File: src/rtl/rmt_ingress_filter_pkg.sv
// -----------------------------------------------------------------------------
// rmt_filter_pkg
// Shared constants for the ingress admission filter: protocol values, the
// first-beat byte offsets of the header fields it inspects, and the
// packet-level FSM state type.
// -----------------------------------------------------------------------------
package rmt_filter_pkg;

  localparam logic [15:0] TPID_VLAN   = 16'h8100;
  localparam logic [15:0] ETYPE_IPV4  = 16'h0800;
  localparam logic [7:0]  IPPROTO_UDP = 8'h11;

  // Byte offsets within the first beat (byte 0 sits in tdata[7:0]).
  localparam int unsigned OFF_TPID  = 12;
  localparam int unsigned OFF_TCI   = 14;
  localparam int unsigned OFF_ETYPE = 16;
  localparam int unsigned OFF_PROTO = 27;
  localparam int unsigned OFF_DPORT = 40;

  typedef enum logic [1:0] {
    IDLE,
    PASS,
    DROP
  } filt_state_t;

  // Multi-byte header fields are big-endian on the wire.
  function automatic logic [15:0] be16(input logic [7:0] hi, input logic [7:0] lo);
    return {hi, lo};
  endfunction

endpackage

File: src/rtl/rmt_ingress_filter_hdr_check.sv
// -----------------------------------------------------------------------------
// axis_hdr_check
// Purely combinational first-beat classifier.
//   tdata_i/tkeep_i/tlast_i : first beat of a packet
//   drop_o                  : packet must be discarded (bad VLAN/IPv4 header
//                             or a single-beat packet shorter than the minimum)
//   is_ctrl_o               : admitted UDP packet to the control port
// -----------------------------------------------------------------------------
module axis_hdr_check
  import rmt_filter_pkg::*;
#(
  parameter int unsigned DATA_WIDTH    = 512,
  parameter logic [15:0] CTRL_UDP_PORT = 16'hf1f2,
  parameter int unsigned MIN_PKT_BYTES = 64
) (
  input  logic [DATA_WIDTH-1:0]   tdata_i,
  input  logic [DATA_WIDTH/8-1:0] tkeep_i,
  input  logic                    tlast_i,
  output logic                    drop_o,
  output logic                    is_ctrl_o
);

  logic [15:0] tpid;
  logic [15:0] tci;
  logic [15:0] etype;
  logic [7:0]  proto;
  logic [15:0] dport;
  logic        hdr_bad;
  logic        too_short;

  always_comb begin
    tpid  = be16(tdata_i[OFF_TPID*8 +: 8],  tdata_i[(OFF_TPID+1)*8 +: 8]);
    tci   = be16(tdata_i[OFF_TCI*8 +: 8],   tdata_i[(OFF_TCI+1)*8 +: 8]);
    etype = be16(tdata_i[OFF_ETYPE*8 +: 8], tdata_i[(OFF_ETYPE+1)*8 +: 8]);
    proto = tdata_i[OFF_PROTO*8 +: 8];
    dport = be16(tdata_i[OFF_DPORT*8 +: 8], tdata_i[(OFF_DPORT+1)*8 +: 8]);

    hdr_bad   = (tpid != TPID_VLAN) || (tci[11:0] == 12'h000) || (etype != ETYPE_IPV4);
    // Only a packet that ends on its first beat can be short; tkeep is
    // contiguous, so its popcount is the byte count.
    too_short = tlast_i && (32'($countones(tkeep_i)) < MIN_PKT_BYTES);

    drop_o    = hdr_bad || too_short;
    is_ctrl_o = !drop_o && (proto == IPPROTO_UDP) && (dport == CTRL_UDP_PORT);
  end

  // Priority/PCP/DEI bits of the TCI and the payload bytes are not inspected.
  logic unused_ok;
  assign unused_ok = ^{tdata_i, tci[15:12]};

endmodule

File: src/rtl/rmt_ingress_filter.sv
// -----------------------------------------------------------------------------
// rmt_ingress_filter
// AXI-Stream admission stage ahead of rmt_wrapper. Forwards VLAN-tagged IPv4
// packets through a single output register slice, discards everything else
// whole, and marks control packets in tuser.
//   clk, aresetn            : clock, synchronous active-low reset
//   s_axis_*                : ingress stream (tready out)
//   m_axis_*                : stream to rmt_wrapper (tready in)
//   pass_cnt/drop_cnt/ctrl_cnt : per-packet counters, wrap on overflow
// -----------------------------------------------------------------------------
module rmt_ingress_filter
  import rmt_filter_pkg::*;
#(
  parameter int unsigned C_S_AXIS_DATA_WIDTH  = 512,
  parameter int unsigned C_S_AXIS_TUSER_WIDTH = 128,
  parameter logic [15:0] CTRL_UDP_PORT        = 16'hf1f2,
  parameter int unsigned CTRL_TUSER_BIT       = 127,
  parameter int unsigned MIN_PKT_BYTES        = 64,
  parameter int unsigned CNT_WIDTH            = 32
) (
  input  logic                              clk,
  input  logic                              aresetn,
  input  logic [C_S_AXIS_DATA_WIDTH-1:0]    s_axis_tdata,
  input  logic [C_S_AXIS_DATA_WIDTH/8-1:0]  s_axis_tkeep,
  input  logic [C_S_AXIS_TUSER_WIDTH-1:0]   s_axis_tuser,
  input  logic                              s_axis_tvalid,
  input  logic                              s_axis_tlast,
  output logic                              s_axis_tready,
  output logic [C_S_AXIS_DATA_WIDTH-1:0]    m_axis_tdata,
  output logic [C_S_AXIS_DATA_WIDTH/8-1:0]  m_axis_tkeep,
  output logic [C_S_AXIS_TUSER_WIDTH-1:0]   m_axis_tuser,
  output logic                              m_axis_tvalid,
  output logic                              m_axis_tlast,
  input  logic                              m_axis_tready,
  output logic [CNT_WIDTH-1:0]              pass_cnt,
  output logic [CNT_WIDTH-1:0]              drop_cnt,
  output logic [CNT_WIDTH-1:0]              ctrl_cnt
);

  localparam int unsigned KEEP_W = C_S_AXIS_DATA_WIDTH / 8;

  filt_state_t state_q, state_d;
  logic        ctrl_q, ctrl_d;

  logic [C_S_AXIS_DATA_WIDTH-1:0]  tdata_q, tdata_d;
  logic [KEEP_W-1:0]               tkeep_q, tkeep_d;
  logic [C_S_AXIS_TUSER_WIDTH-1:0] tuser_q, tuser_d;
  logic                            tvalid_q, tvalid_d;
  logic                            tlast_q, tlast_d;

  logic [CNT_WIDTH-1:0] pass_q, pass_d;
  logic [CNT_WIDTH-1:0] drop_q, drop_d;
  logic [CNT_WIDTH-1:0] ctrl_cnt_q, ctrl_cnt_d;

  logic hc_drop, hc_ctrl;
  logic first_beat, drop_beat, ctrl_beat, out_free, in_hs, pass_hs;

  axis_hdr_check #(
    .DATA_WIDTH   (C_S_AXIS_DATA_WIDTH),
    .CTRL_UDP_PORT(CTRL_UDP_PORT),
    .MIN_PKT_BYTES(MIN_PKT_BYTES)
  ) u_hdr_check (
    .tdata_i  (s_axis_tdata),
    .tkeep_i  (s_axis_tkeep),
    .tlast_i  (s_axis_tlast),
    .drop_o   (hc_drop),
    .is_ctrl_o(hc_ctrl)
  );

  // Decision is live on the first beat, latched for the rest of the packet.
  always_comb begin
    first_beat    = (state_q == IDLE);
    drop_beat     = first_beat ? hc_drop : (state_q == DROP);
    ctrl_beat     = first_beat ? hc_ctrl : ctrl_q;
    out_free      = m_axis_tready | ~tvalid_q;
    // Dropped beats never touch the output register, so they are always
    // accepted, even while a pass beat is stalled downstream.
    s_axis_tready = ~aresetn | drop_beat | out_free;
    in_hs         = s_axis_tvalid & s_axis_tready;
    pass_hs       = in_hs & ~drop_beat;
  end

  always_comb begin
    state_d = state_q;
    ctrl_d  = ctrl_q;
    case (state_q)
      IDLE: begin
        if (in_hs) begin
          ctrl_d = hc_ctrl;
          if (!s_axis_tlast) state_d = hc_drop ? DROP : PASS;
        end
      end
      PASS, DROP: begin
        if (in_hs && s_axis_tlast) state_d = IDLE;
      end
      default: state_d = IDLE;
    endcase
  end

  always_comb begin
    tdata_d  = tdata_q;
    tkeep_d  = tkeep_q;
    tuser_d  = tuser_q;
    tlast_d  = tlast_q;
    tvalid_d = tvalid_q;
    if (pass_hs) begin
      tdata_d  = s_axis_tdata;
      tkeep_d  = s_axis_tkeep;
      tuser_d  = s_axis_tuser;
      tuser_d[CTRL_TUSER_BIT] = s_axis_tuser[CTRL_TUSER_BIT] | ctrl_beat;
      tlast_d  = s_axis_tlast;
      tvalid_d = 1'b1;
    end else if (m_axis_tready) begin
      tvalid_d = 1'b0;
    end
  end

  always_comb begin
    pass_d     = pass_q;
    drop_d     = drop_q;
    ctrl_cnt_d = ctrl_cnt_q;
    if (in_hs && first_beat) begin
      if (hc_drop) drop_d = drop_q + CNT_WIDTH'(1);
      else         pass_d = pass_q + CNT_WIDTH'(1);
      if (hc_ctrl) ctrl_cnt_d = ctrl_cnt_q + CNT_WIDTH'(1);
    end
  end

  always_ff @(posedge clk) begin
    if (!aresetn) begin
      state_q    <= IDLE;
      ctrl_q     <= 1'b0;
      tdata_q    <= '0;
      tkeep_q    <= '0;
      tuser_q    <= '0;
      tlast_q    <= 1'b0;
      tvalid_q   <= 1'b0;
      pass_q     <= '0;
      drop_q     <= '0;
      ctrl_cnt_q <= '0;
    end else begin
      state_q    <= state_d;
      ctrl_q     <= ctrl_d;
      tdata_q    <= tdata_d;
      tkeep_q    <= tkeep_d;
      tuser_q    <= tuser_d;
      tlast_q    <= tlast_d;
      tvalid_q   <= tvalid_d;
      pass_q     <= pass_d;
      drop_q     <= drop_d;
      ctrl_cnt_q <= ctrl_cnt_d;
    end
  end

  assign m_axis_tdata  = tdata_q;
  assign m_axis_tkeep  = tkeep_q;
  assign m_axis_tuser  = tuser_q;
  assign m_axis_tvalid = tvalid_q;
  assign m_axis_tlast  = tlast_q;
  assign pass_cnt      = pass_q;
  assign drop_cnt      = drop_q;
  assign ctrl_cnt      = ctrl_cnt_q;

endmodule

File: config.mk
export PLATFORM = sky130hd
export DESIGN_NAME = rmt_ingress_filter
export DESIGN_NICKNAME = d
export VERILOG_FILES = /design/src/rtl/rmt_ingress_filter_pkg.sv /design/src/rtl/rmt_ingress_filter_hdr_check.sv /design/src/rtl/rmt_ingress_filter.sv
export SDC_FILE = /design/constraint.sdc
export NUM_CORES = 2
export LEC_CHECK = 0
export ABC_AREA = 1
export CAP_MARGIN = 20
export CORE_AREA = 2 2 593 595
export CTS_BUF_LIST = sky130_fd_sc_hd__clkbuf_16
export DETAILED_ROUTE_END_ITERATION = 10
export DIE_AREA = 0 0 595 597
export DONT_BUFFER_PORTS = 1
export GPL_ROUTABILITY_DRIVEN = 0
export GPL_TIMING_DRIVEN = 0
export PLACE_DENSITY_LB_ADDON = 0.08
export SLEW_MARGIN = 30
export SYNTH_ARGS = -nofsm -noshare
export SYNTH_HDL_FRONTEND = slang
export SYNTH_SLANG_ARGS = --single-unit
File: constraint.sdc
create_clock -name clk -period 21.6 [get_ports clk]
set_input_delay 4.32 -clock clk [delete_from_list [all_inputs] [get_ports clk]]
set_output_delay 4.32 -clock clk [all_outputs]
set_load 0.005 [all_outputs]
==> results.txt <==
* Run status: complete, no violations
- The routed design could run at a clock period as short as 14.26 ns.
* Clock Sinks: 805
- From synthesis to final layout, the design area changed by 29.8%.
* Max-Cap Viols: 0
- In the final layout, the share of cells above drive strength 1 is 0.0731.
- Buffers and inverters on the worst path: 7
- First-pass GRT wire length: 341000 um
- Final hold violation count: 0
* Ports placed on the boundary: 1512
- For this run the aggregate overflow at the end of global routing stands at 0.
* Post-synthesis average cell area: 7.61 um^2
- Num rows: 217
- The number of nets in the synthesized netlist is 5074.
- Via count of the first global-routing pass: 29740
- The share of synthesized area in the top cell type comes to 0.497.
- TritonCTS clock tree: done
- For this run, design rule violations remaining after detail routing come to 0.
- Maximum fanout count along the critical path: 8
- For the final routed database, the setup TNS stands at 0 ns.
- Leading register cell type out of synthesis: dfxtp_1
- From bottom edge to top edge, the die measures 597 um.
- For this run, the slowest stage of the critical path takes 0.57 ns.
- Worst-margin pin slew: 1.10 ns
- Initial antenna violation count: 171
- Gates resized during post-CTS repair numbered 0.
* Standard cell core area: 0.349 mm^2
- Setup CP Type: in2out
- Sequential share of the synthesized area: 0.497
- Number of vias after detailed routing: 30586
* Share of synthesized flip-flops with an asynchronous set or reset: 0
- Yosys instantiated no cell more often than nand2_1.
- Post-CTS Setup Bufs: 0
- Count of input and output buffers: 0
- The initial utilization of the core area, before any placement, comes to 0.0930.
- Synthesis produced 4260 cells.
* Total half-perimeter wirelength after legalization and detailed placement: 233000 um
- Overall routed net length: 271000 um
- Net count, final: 5198
- Based on the critical path, the design can be clocked at up to 70.1 MHz.
- Worst-Skew Late Latency: 0.89 ns
- Seq cells post-synth: 805
- Power per cell area: 133 mW/mm^2
- The worst-case IR drop observed on VDD is 80.4 uV.
- Number of nets with antenna violations after routing: 0
- STA puts the critical path data required time at 17.28 ns.
* Fraction of the cycle the final worst path needs: 0.660
- Dividing the detail-routed wire length by the instance count gives 29.7 um.
- Chip width: 595 um
- Final number of setup-violating endpoints: 0
- Headroom to the max-slew limit came out at 0.269.
- Number of cells after detailed placement: 8862
* Count of different cell masters after synthesis: 28
- Maximum count of clock buffers along a single path: 4
* Clock slew seen by the registers of the worst setup and hold paths: 0.06 ns
* Maximum number of pins on one net before global-route repair: 19
- The root buffer cell chosen for the clock tree is clkbuf_16.
* Most frequent cells after synthesis: nand2_1 (1712), dfxtp_1 (805), a21oi_1 (780)
* Crit path max-delay family: adder cells
- At the worst endpoint, the arrival time is 9.94 ns.
- Count of hold buffers inserted by post-cts repair: 0
- Final-report max-slew violation count: 0
- The synthesized design spends more area on one cell type than any other, namely dfxtp_1.
- Number of enable flip-flop cells after synthesis: 0
* Routed vias/inst: 3.35
* Level count of the clock H-tree: 3
- Element type at the critical path start: primary input
- Buffers inserted during clock tree synthesis total 119.
- The die covers 0.355 mm^2.
* Netlist area before placement: 0.0324 mm^2
- After the flow finishes, the layout carries non-filler instances totaling 9130.
- The first routing iteration left 2063 violations.
* Number of warning messages in the yosys log: 0
- First-pass detailed-route iteration total: 5
- Worst-path cell chain: ha_1 -> inv_1 -> fa_1 -> inv_1 -> fa_1 -> inv_1 -> fa_1 -> inv_1 -> fa_1 -> fa_1 -> fa_1 -> inv_1 -> fa_1 -> inv_1 -> ha_1 -> nand2_1 -> inv_1 -> nand2_1 -> nor2_1 -> nor2_1 -> nor2_1 -> nand3_2 -> nand2_2 -> nand2_2
- Across every metal layer, demand over resource in global routing totals 0.147.
- Final clock skew: 0.0640 ns
* Static power due to leakage: 13.8 nW
- The worst setup path is captured at a primary output.
* Standard cell with the maximum stage delay on the critical path: fa_1
- Setup repair after global routing left no endpoint under its margin.
- Area contributors post-synth: dfxtp_1 (50%), nand2_1 (20%), a21oi_1 (12%), fa_1 (3.6%), nor2_1 (2.0%)
* Worst hold path type: reg2reg
==> worst paths after layout <==
check                                 startpoint                to  slack [ns]  cells after the start
worst min-delay path            m_axis_tuser[40]  m_axis_tuser[40]        0.49                      2
worst max register to register        state_q[0]  m_axis_tdata[41]       17.96                     11
worst min register to register  m_axis_tuser[40]  m_axis_tuser[40]        0.49                      2
worst max-delay path             s_axis_tkeep[0]     s_axis_tready        7.34                     24
==> routing by layer <==
| layer | part of all wire | track usage |
|---|---|---|
| met1 | 0.37 | 0.158 |
| met4 | 0.021 | 0.0284 |
| met3 | 0.13 | 0.0816 |
| met2 | 0.48 | 0.251 |
| met5 | 0.0018 | 0 |
==> stage by stage <==
step | instance area [um^2] | worst slack, ns | utilization | power, mW | hold WS [ns]
5_1_grt | 42000 | 7.08 | 0.120 | 6.02 | 0.502
2_1_floorplan | 32400 | 8.12 | - | 2.96 | 0.451
4_1_cts | 42000 | 7.27 | 0.120 | 5.79 | 0.485
6_report | 42100 | 7.34 | 0.121 | 5.60 | 0.486
3_3_place_gp | 38200 | 7.24 | 0.110 | 3.80 | 0.467
3_5_place_dp | 38300 | 7.28 | 0.110 | 3.78 | 0.476
==> cell families (layout without fill, tap and decap cells) <==
group / Yosys count / in the layout / share of synthesized area
buf+inv: 436 / 652 / 0.0611
compound gates: 794 / 794 / 0.123
flops: 805 / 805 / 0.497
other cells: 0 / 55 / 0
fa+ha+maj: 105 / 105 / 0.0542
xor+xnor: 64 / 64 / 0.0173
simple gates: 2056 / 2056 / 0.247
==> final cells by class <==
cell class                      instances  area (um^2)
Antenna cell                           55          138
Buffer                                265         1350
Clock buffer                          121         3030
Clock inverter                         92          672
Fill cell                           40465       307000
Inverter                              171          642
Multi-Input combinational cell       3019        14300
Sequential cell                       805        16100
Tap cell                             4599         5750
Timing Repair Buffer                    3         50.0
==> cells in the final DEF (no fill, tap or decap), drive strengths merged <==
cell type  Yosys  routed
nand2       1714    1714
dfxtp        805     805
a21oi        780     780
clkbuf       117     238
inv          170     195
nor2         171     171
buf          148     151
nand3         61      61
fa            59      59
clkinv         1      56
diode          0      55
nor3          49      49
xor2          46      46
ha            46      46
nand4         37      37
xnor2         18      18
nor4          15      15
o21ai         10      10
bufinv         0       9
nand3b         5       5
o21bai         3       3
clkinvlp       0       3
and3           2       2
or2            1       1
a21boi         1       1
nor3b          1       1
==> power by group <==
group	switching [mW]	internal [mW]	leakage (nW)
Combinational	1.02	0.510	5.32
Sequential	0.394	1.74	6.54
Clock	0.826	1.11	1.90
==> worst reg2reg max path: cells and delay by family (launching register included) <==
| family | cells | cell delay, ns |
|---|---|---|
| buf+inv | 4 | 1.46 |
| simple gates | 4 | 1.01 |
| fa+ha+maj | 1 | 0.47 |
| flops | 1 | 0.31 |
| compound gates | 2 | 0.27 |
==> state kept, by name, summed over array words and instances (netlist names) <==
register,flops
ctrl_cnt,32
m_axis_tdata,512
m_axis_tkeep,64
state_q,2
m_axis_tvalid,1
pass_cnt,32
ctrl_q,1
drop_cnt,32
m_axis_tuser,128
m_axis_tlast,1
Note: power is estimated with default switching activity, not from simulation.
